--- src/rtl/multi_threshold_detector_pkg.sv ---
// rtl/multi_threshold_detector_pkg.sv - shared constants for the multi-channel onset/peak detector
package multi_threshold_detector_pkg;

  localparam logic [0:0] ST_IDLE   = 1'b0;
  localparam logic [0:0] ST_WINDOW = 1'b1;

  // A programmed quiet_len of zero still needs one quiet sample to close.
  localparam int unsigned QUIET_MIN = 1;

endpackage

--- src/rtl/multi_threshold_detector_channel.sv ---
// rtl/multi_threshold_detector_channel.sv - one channel: window FSM, peak tracking, event holding register
module threshold_channel
  import multi_threshold_detector_pkg::*;
#(
  parameter int DATA_W  = 32,
  parameter int TIME_W  = 32,
  parameter int QUIET_W = 16
) (
  input  logic               clk,
  input  logic               rst,
  input  logic               data_valid,
  input  logic [DATA_W-1:0]  data,
  input  logic [DATA_W-1:0]  high,
  input  logic [DATA_W-1:0]  low,
  input  logic [QUIET_W-1:0] quiet_len,
  input  logic [TIME_W-1:0]  timer,
  input  logic               ack,
  output logic               evt_valid,
  output logic [DATA_W-1:0]  evt_peak,
  output logic [TIME_W-1:0]  evt_time,
  output logic               overflow
);

  logic [0:0]         state_q, state_d;
  logic [DATA_W-1:0]  peak_q, peak_d;
  logic [TIME_W-1:0]  ptime_q, ptime_d;
  logic [QUIET_W-1:0] qcnt_q, qcnt_d;
  logic               evt_valid_q, evt_valid_d;
  logic [DATA_W-1:0]  evt_peak_q, evt_peak_d;
  logic [TIME_W-1:0]  evt_time_q, evt_time_d;
  logic               overflow_q, overflow_d;

  logic [QUIET_W-1:0] quiet_eff;
  logic [QUIET_W:0]   qcnt_next;
  logic               close;
  logic               consume;

  assign quiet_eff = (quiet_len == '0) ? QUIET_W'(QUIET_MIN) : quiet_len;
  // One extra bit so the close compare is still correct when qcnt is saturated.
  assign qcnt_next = {1'b0, qcnt_q} + (QUIET_W+1)'(1);
  assign consume   = ack & evt_valid_q;

  always_comb begin
    state_d = state_q;
    peak_d  = peak_q;
    ptime_d = ptime_q;
    qcnt_d  = qcnt_q;
    close   = 1'b0;
    if (data_valid) begin
      case (state_q)
        ST_IDLE: begin
          if (data > high) begin
            peak_d  = data;
            ptime_d = timer;
            qcnt_d  = '0;
            state_d = ST_WINDOW;
          end
        end
        default: begin
          if (data > high) begin
            qcnt_d = '0;
            if (data > peak_q) begin
              peak_d  = data;
              ptime_d = timer;
            end
          end else if (data >= low) begin
            qcnt_d = '0;
          end else begin
            qcnt_d = (&qcnt_q) ? qcnt_q : qcnt_next[QUIET_W-1:0];
            if (qcnt_next >= {1'b0, quiet_eff}) begin
              close   = 1'b1;
              state_d = ST_IDLE;
            end
          end
        end
      endcase
    end
  end

  always_comb begin
    evt_valid_d = evt_valid_q;
    evt_peak_d  = evt_peak_q;
    evt_time_d  = evt_time_q;
    overflow_d  = overflow_q;
    if (consume) begin
      evt_valid_d = 1'b0;
    end
    // A pending event wins over a new one unless it is being acked this cycle.
    if (close) begin
      if (!evt_valid_q || consume) begin
        evt_valid_d = 1'b1;
        evt_peak_d  = peak_q;
        evt_time_d  = ptime_q;
      end else begin
        overflow_d = 1'b1;
      end
    end
  end

  always_ff @(posedge clk) begin
    if (rst) begin
      state_q     <= ST_IDLE;
      peak_q      <= '0;
      ptime_q     <= '0;
      qcnt_q      <= '0;
      evt_valid_q <= 1'b0;
      evt_peak_q  <= '0;
      evt_time_q  <= '0;
      overflow_q  <= 1'b0;
    end else begin
      state_q     <= state_d;
      peak_q      <= peak_d;
      ptime_q     <= ptime_d;
      qcnt_q      <= qcnt_d;
      evt_valid_q <= evt_valid_d;
      evt_peak_q  <= evt_peak_d;
      evt_time_q  <= evt_time_d;
      overflow_q  <= overflow_d;
    end
  end

  assign evt_valid = evt_valid_q;
  assign evt_peak  = evt_peak_q;
  assign evt_time  = evt_time_q;
  assign overflow  = overflow_q;

endmodule

--- src/rtl/multi_threshold_detector.sv ---
// rtl/multi_threshold_detector.sv - shared sample-time counter plus NUM_CH independent detector channels
module multi_threshold_detector
  import multi_threshold_detector_pkg::*;
#(
  parameter int NUM_CH  = 4,
  parameter int DATA_W  = 32,
  parameter int TIME_W  = 32,
  parameter int QUIET_W = 16
) (
  input  logic                       clk,
  input  logic                       rst,
  input  logic [NUM_CH*DATA_W-1:0]   data,
  input  logic                       data_valid,
  input  logic [DATA_W-1:0]          high,
  input  logic [DATA_W-1:0]          low,
  input  logic [QUIET_W-1:0]         quiet_len,
  input  logic [NUM_CH-1:0]          ack,
  output logic [NUM_CH-1:0]          evt_valid,
  output logic [NUM_CH*TIME_W-1:0]   evt_time,
  output logic [NUM_CH*DATA_W-1:0]   evt_peak,
  output logic [NUM_CH-1:0]          overflow,
  output logic [TIME_W-1:0]          timer
);

  logic [TIME_W-1:0] timer_q, timer_d;

  always_comb begin
    timer_d = timer_q;
    if (data_valid) begin
      timer_d = timer_q + TIME_W'(1);
    end
  end

  always_ff @(posedge clk) begin
    if (rst) begin
      timer_q <= '0;
    end else begin
      timer_q <= timer_d;
    end
  end

  assign timer = timer_q;

  // Every channel stamps with the pre-increment timer so timestamps line up across channels.
  for (genvar c = 0; c < NUM_CH; c++) begin : g_ch
    threshold_channel #(
      .DATA_W (DATA_W),
      .TIME_W (TIME_W),
      .QUIET_W(QUIET_W)
    ) u_ch (
      .clk       (clk),
      .rst       (rst),
      .data_valid(data_valid),
      .data      (data[c*DATA_W +: DATA_W]),
      .high      (high),
      .low       (low),
      .quiet_len (quiet_len),
      .timer     (timer_q),
      .ack       (ack[c]),
      .evt_valid (evt_valid[c]),
      .evt_peak  (evt_peak[c*DATA_W +: DATA_W]),
      .evt_time  (evt_time[c*TIME_W +: TIME_W]),
      .overflow  (overflow[c])
    );
  end

endmodule

--- config.mk ---
export PLATFORM = sky130hd
export DESIGN_NAME = multi_threshold_detector
export DESIGN_NICKNAME = d
export VERILOG_FILES = /design/src/rtl/multi_threshold_detector_pkg.sv /design/src/rtl/multi_threshold_detector_channel.sv /design/src/rtl/multi_threshold_detector.sv
export SDC_FILE = /design/constraint.sdc
export NUM_CORES = 2
export LEC_CHECK = 0
export CORE_UTILIZATION = 40
export DETAILED_ROUTE_END_ITERATION = 10
export MAX_ROUTING_LAYER = met4
export PLACE_DENSITY_LB_ADDON = 0.08
export SYNTH_ARGS = -nofsm -noshare
export SYNTH_HDL_FRONTEND = slang
export SYNTH_HIERARCHICAL = 1
export SYNTH_SLANG_ARGS = --single-unit
export TNS_END_PERCENT = 10
--- constraint.sdc ---
create_clock -name clk -period 4.86 [get_ports clk]
set_clock_uncertainty 0.05 [all_clocks]
set_input_delay 0.729 -clock clk [delete_from_list [all_inputs] [get_ports clk]]
set_output_delay 0.729 -clock clk [all_outputs]
set_load 0.005 [all_outputs]
==> impl_table.tex <==
\begin{tabular}{lr}
\hline
Metric & Value \\
\hline
\multicolumn{2}{l}{\textbf{Status}} \\
Result of the run & finished, final reports clean \\
\multicolumn{2}{l}{\textbf{Floorplanning}} \\
Overall die area & roughly 0.1 mm\^{}2 \\
Die Y-Extent & 312.1 um \\
Row Count & around 110 \\
Top-Level Pins & around 500 \\
Core Area & between 0.09 and 0.1 mm\^{}2 \\
Initial Util & between 40\% and 50\% \\
Width of the chip & 312.1 um \\
\multicolumn{2}{l}{\textbf{Critical path}} \\
CP startpoint kind & flip-flop \\
CP Cell Sequence & ha\_1 > and3\_1 > and3\_1 > and3\_2 > nand3\_1 > xnor2\_1 > ha\_1 > a21o\_1 > a21o\_1 > a21oi\_1 > nor2\_1 > a2111oi\_0 > a211oi\_2 > buf\_4 > nand3\_4 > buf\_12 > mux2i\_1 \\
Cell at the slowest stage of the critical path & sky130\_fd\_sc\_hd\_\_a2111oi\_0 \\
WP data required & around 5.4 ns \\
Worst setup path category & flip-flop to flip-flop \\
Arrival time of the worst setup path & 4.93 ns \\
Maximum single-stage delay on the critical path & 0.58 ns \\
Largest fanout of any net on the critical path & 26 \\
CP Capture Type & flip-flop \\
\multicolumn{2}{l}{\textbf{Power and ir drop}} \\
Power density normalized to cell area & 270.4 mW/mm\^{}2 \\
Leak Pwr & 20.82 nW \\
Max rail drop VDD & about 0.25 mV \\
Post-route total power & approximately 13 mW \\
\multicolumn{2}{l}{\textbf{Yosys}} \\
Primary flip-flop cell chosen by synthesis mapping & sky130\_fd\_sc\_hd\_\_dfxtp\_1 \\
Count of yosys warnings during synthesis & 6 \\
Number of register bits inferred by synthesis & between 600 and 700 \\
Post-synthesis cell type count & 78 \\
Area of the mapped netlist & a little under 0.04 mm\^{}2 \\
Area contributors post-synth & sky130\_fd\_sc\_hd\_\_dfxtp\_1 32\%, sky130\_fd\_sc\_hd\_\_ha\_1 15\%, sky130\_fd\_sc\_hd\_\_mux2i\_1 13\%, sky130\_fd\_sc\_hd\_\_nand2b\_1 13\%, sky130\_fd\_sc\_hd\_\_inv\_1 4.7\% \\
Post-synth top cells & 792 x sky130\_fd\_sc\_hd\_\_nand2b\_1, 620 x sky130\_fd\_sc\_hd\_\_dfxtp\_1, 514 x sky130\_fd\_sc\_hd\_\_mux2i\_1, 482 x sky130\_fd\_sc\_hd\_\_inv\_1, 453 x sky130\_fd\_sc\_hd\_\_ha\_1 \\
Synthesized instance count & 4231 \\
Average cell area after synthesis & 9.092 um\^{}2 \\
Dominant cell by count in the synthesized netlist & sky130\_fd\_sc\_hd\_\_nand2b\_1 \\
Share of the yosys chip area belonging to registers & 32.27\% \\
Count of flip-flops with a built-in enable after synthesis & 0 \\
Post-synthesis cell type with the largest combined area & sky130\_fd\_sc\_hd\_\_dfxtp\_1 \\
Net count after synthesis & 4899 \\
Area fraction of the dominant cell type after synthesis & 32.27\% \\
Ys async rst share & 0\% \\
\multicolumn{2}{l}{\textbf{Detailed routing}} \\
First-pass iteration count of the detailed router & 5 \\
Antenna Violating Nets Remaining & 0 \\
DR DRC count & 0 \\
Number of vias after detailed routing & 31040 \\
WL/cell & 20.86 um \\
Number of vias per cell & 5.093 \\
Number of DRC violations after detailed-routing iteration 0 & 1964 \\
Final Routed Wirelength & 127.2 mm \\
\multicolumn{2}{l}{\textbf{Final layout}} \\
Cell area after layout & between 0.04 and 0.05 mm\^{}2 \\
Final Net Count & 5428 \\
Fraction of final layout cells with drive strength greater than 1 & 6.454\% \\
P\&R area growth vs syn & 24.83\% \\
Final cell count without fillers & around 6000 \\
\multicolumn{2}{l}{\textbf{STA}} \\
Hold WS & 0.4169 ns \\
Rel. slew slack & 41.07\% \\
Unrepaired setup endpoints after global routing & no \\
Peak clock frequency supported by timing & approximately 230 MHz \\
Final setup violation count & 0 \\
Actual transition at the worst max-transition pin & 0.8759 ns \\
Hold Fails Final Rpt & 0 \\
Setup total negative slack & 0 ns \\
Post-layout min period & $\sim$4.4 ns \\
Period Utilization, post-route & 90.51\% \\
Pins Over Slew Limit & 0 \\
\multicolumn{2}{l}{\textbf{CTS}} \\
Clock tree from TritonCTS & built \\
Buffers inserted by post-CTS timing repair & 0 \\
Root Buffer Master & sky130\_fd\_sc\_hd\_\_clkbuf\_16 \\
Post-cts sizing count & 0 \\
Number of buffers inserted by hold repair at cts & 0 \\
TritonCTS Buffers & 75 \\
TritonCTS Sinks & 620 \\
Clock Path Buffers & 3 \\
Clock H-tree levels & 3 \\
Clock transition at the registers of the reported paths & roughly 0.06 ns \\
Clock latency reported for the late side of the worst-skew pair & 0.66 ns \\
\multicolumn{2}{l}{\textbf{Global routing}} \\
Wire length of the first global-routing pass & 190.1 mm \\
Number of antenna violations at the first check in global routing & 12 \\
Maximum number of pins on one net before global-route repair & 205 \\
Vias in the first global route & roughly 30000 \\
Overall Global Routing Usage & 26.39\% \\
Global route overflow & 0 \\
\multicolumn{2}{l}{\textbf{Place}} \\
Number of buffer cells added on primary ports & 510 \\
Dpl cells & 5948 \\
Cell area after placement & 0.04538 mm\^{}2 \\
Final weighted congestion in routability-driven placement & between 0.9 and 1 \\
Post-DP HPWL & 97.79 mm \\
\multicolumn{2}{l}{\textbf{Run}} \\
Total of max-cap violations & 0 \\
\multicolumn{2}{l}{\textbf{Worst hold path}} \\
Kind of path behind the tightest hold check & flip-flop to flip-flop \\
\hline
\end{tabular}
## per-stage QoR
stage,setup WS [ns],util (%)
detailed placement,0.1885,47.70
finish,0.4614,50.47
global route,0.1446,50.46
floorplan,1.215,-
CTS,0.4703,50.44
global placement,0.2342,47.70
## routing by layer
metal  up-vias  GRT usage (%)  routed length [um]
met5         -              -                   0
met4         0          6.584                2728
met3       142          4.791                7058
met2       704          39.15               55040
met1     14620          36.73               62340
li1      15570              -                   -
## state kept, by name (all words and copies together), names as in the netlist
register,cells
g_ch.u_ch/evt_valid,4
g_ch.u_ch/peak_q,128
timer,32
g_ch.u_ch/qcnt_q,64
g_ch.u_ch/evt_time,128
g_ch.u_ch/evt_peak,128
g_ch.u_ch/ptime_q,128
g_ch.u_ch/overflow,4
g_ch.u_ch/state_q,4
## worst max-delay path: cells and delay by family (launching register included)
kind	cells	cell delay, ns
multiplexers	1	0.24
flip-flops	1	0.40
buffers and inverters	2	0.47
AND/OR/NAND/NOR	6	1.07
adder cells (fa/ha/maj)	2	0.58
XOR/XNOR	1	0.26
AO/OA/AOI/OAI	5	1.21
## path summary, 6_finish.rpt
kind                                        startpoint                         to  slack [ns]  cells past startpoint
worst max-delay path            g_ch[0].u_ch/qcnt_q[0]  g_ch[0].u_ch/evt_peak[20]        0.46                     17
worst min-delay path             g_ch[1].u_ch/overflow      g_ch[1].u_ch/overflow        0.42                      2
worst max register to register  g_ch[0].u_ch/qcnt_q[0]  g_ch[0].u_ch/evt_peak[20]        0.46                     17
worst min register to register   g_ch[1].u_ch/overflow      g_ch[1].u_ch/overflow        0.42                      2
## cells in the final DEF, fill, tap and decap left out, types with 9 or more instances in the layout
cell and instances:
sky130_fd_sc_hd__nand2b_1 792, sky130_fd_sc_hd__dfxtp_1 620, sky130_fd_sc_hd__mux2i_1 514, sky130_fd_sc_hd__clkdlybuf4s50_1 508, sky130_fd_sc_hd__inv_1 482, sky130_fd_sc_hd__ha_1 453, sky130_fd_sc_hd__a21oi_1 152, sky130_fd_sc_hd__nand2_1 111
sky130_fd_sc_hd__buf_4 99, sky130_fd_sc_hd__nor2_1 96, sky130_fd_sc_hd__nand3_1 91, sky130_fd_sc_hd__nand4_1 88, sky130_fd_sc_hd__a21o_1 78, sky130_fd_sc_hd__clkbuf_16 75, sky130_fd_sc_hd__nor3_1 62, sky130_fd_sc_hd__o21ai_0 61
sky130_fd_sc_hd__xnor2_1 38, sky130_fd_sc_hd__nor4_1 32, sky130_fd_sc_hd__o21ai_1 30, sky130_fd_sc_hd__o22a_1 30, sky130_fd_sc_hd__xor2_1 25, sky130_fd_sc_hd__nor2b_1 22, sky130_fd_sc_hd__buf_12 21, sky130_fd_sc_hd__clkbuf_1 18
sky130_fd_sc_hd__o211ai_1 15, sky130_fd_sc_hd__clkbuf_8 14, sky130_fd_sc_hd__and3_1 12, sky130_fd_sc_hd__o31ai_1 12, sky130_fd_sc_hd__diode_2 11, sky130_fd_sc_hd__o221ai_1 11, sky130_fd_sc_hd__and4_1 10, sky130_fd_sc_hd__o2111ai_1 10
sky130_fd_sc_hd__a211oi_1 10, sky130_fd_sc_hd__or3_1 9, sky130_fd_sc_hd__mux2_2 9, sky130_fd_sc_hd__clkinv_2 9, sky130_fd_sc_hd__nor4b_1 9, sky130_fd_sc_hd__a31o_1 9
## cells by family after synthesis
logic type	synth area share [%]
and+or+nand+nor	21.71
AOI/OAI and AO/OA	8.714
DFF	32.27
adders and majority gates	14.73
xor gates and xnor gates	1.434
buffers and inverters	7.449
muxes	13.70
## where the power goes
group	switching [mW]	internal, mW
Combinational	1.02	0.828
Clock	2.44	3.49
Sequential	0.0511	5.16
Total	3.51	9.47
## final cells by class
| cell class | instances | area (um^2) |
|---|---|---|
| diodes | 11 | 27.53 |
| clock buffers | 107 | 2137 |
| clock inverters | 29 | 470.5 |
| fillers | 9000 | 47130 |
| inverters | 483 | 1813 |
| multi-input cells | 2950 | 23310 |
| flip-flops and latches | 620 | 12410 |
| well taps | 1265 | 1583 |
| repair buffers | 630 | 6269 |
(Power assumes the default switching activity.)
==> RTL edit (config.mk and constraints unchanged) <==
Reset style: asynchronous (`rst`), changed in 2 clocked blocks.
--- a/src/rtl/multi_threshold_detector_channel.sv
+++ b/src/rtl/multi_threshold_detector_channel.sv
@@ -99,3 +99,3 @@
 
-  always_ff @(posedge clk) begin
+  always_ff @(posedge clk or posedge rst) begin
     if (rst) begin
--- a/src/rtl/multi_threshold_detector.sv
+++ b/src/rtl/multi_threshold_detector.sv
@@ -33,3 +33,3 @@
 
-  always_ff @(posedge clk) begin
+  always_ff @(posedge clk or posedge rst) begin
     if (rst) begin
Check against the original RTL: not equivalent (a bounded check fails within 4 cycles, from zero or initial values and one cycle with rst high; the reset may be asserted at any time).
==> RTL edit against the unedited design <==
- first-iteration DRC count decreased by 20%
- routed wire length down 7.9%
- sequential share of layout area up 7.1 points
- synthesized area down 2.2%
- worst setup slack gained 0.27 ns
- design area decreased by 2.0%
- sequential cell count unchanged
Power is not compared: it rests on default switching activity, and its combinational part moved more than twofold at a synthesized area within 25%.
==> RTL edit: results (changes against the unedited design) <==
[final_layout]
final_cells=5250  ; was 6095
layout.nets=4589  ; was 5428
buf_share=0.124  ; was 0.131
signal_buffers=585  ; was 630
sh_seq_area=0.330  ; was 0.258
regArea_sq_um=15500  ; was 12400 sq um
inverters=519  ; was 483
fillCellCount=8433  ; was 9000
multi_input_area_sq_um=19600  ; was 23300 sq um

[clock_network]
numCtsBuffers=74  ; was 75

[hold_path]
min_from=g_ch[2].u_ch/overflow  ; was g_ch[1].u_ch/overflow

[grt]
track_usage=0.255  ; was 0.264
grt_pass1_wl_mm=175  ; was 190 mm

[placed_design]
post-place-ws_ns=0.267  ; was 0.189 ns
gp_congestion=0.913  ; was 0.945
post-place-cells=5099  ; was 5948

[sta]
worst_pin_slew_ns=1.02  ; was 0.876 ns

[critical_path]
arrival_ns=4.60  ; was 4.93 ns
worstPathMaxFanout=23  ; was 26
critical_path.top_delay_family=simple AND/OR/NAND/NOR gates  ; was compound AO/OA/AOI/OAI gates

[status]
status=completed  ; unchanged

[synth]
synth_nets=3994  ; was 4899
synthAdderAreaFrac=0.151  ; was 0.147
ys.flop_type=dfrtp_1  ; was dfxtp_1
synthXorXnorAreaFrac=0.0193  ; was 0.0143
synth_common_cells=620 x dfrtp_1, 519 x inv_1, 453 x ha_1  ; was 792 x nand2b_1, 620 x dfxtp_1, 514 x mux2i_1

## RTL edit: cell count changes after synthesis, moves of 90 or more
cell / before / now
clkbuf_1: 103 / 12
nand2b_1: 792 / 9
mux2_2: 9 / 181
mux2_1: 2 / 92
mux2_4: 0 / 240
mux2i_1: 514 / 48
dfrtp_1: 0 / 620
dfxtp_1: 620 / 0
## RTL edit: path summary, 6_finish.rpt
kind / to / slack, ns / cells after the start
max: g_ch[2].u_ch/evt_peak[9] / 0.73 / 14
min: g_ch[2].u_ch/overflow / 0.43 / 1
max reg2reg: g_ch[2].u_ch/evt_peak[9] / 0.73 / 14
min reg2reg: g_ch[2].u_ch/overflow / 0.43 / 1
max in group asynchronous: g_ch[3].u_ch/ptime_q[3] / 2.86 / 3
min in group asynchronous: timer[30] / 0.83 / 3
## RTL edit: routing by layer
layer  share of wire  GRT usage  routed length, microns
met1            0.47      0.343                   54800
met2            0.45      0.385                   52700
met3           0.055     0.0482                    6450
met4           0.027     0.0826                    3130
met5               0          -                       0
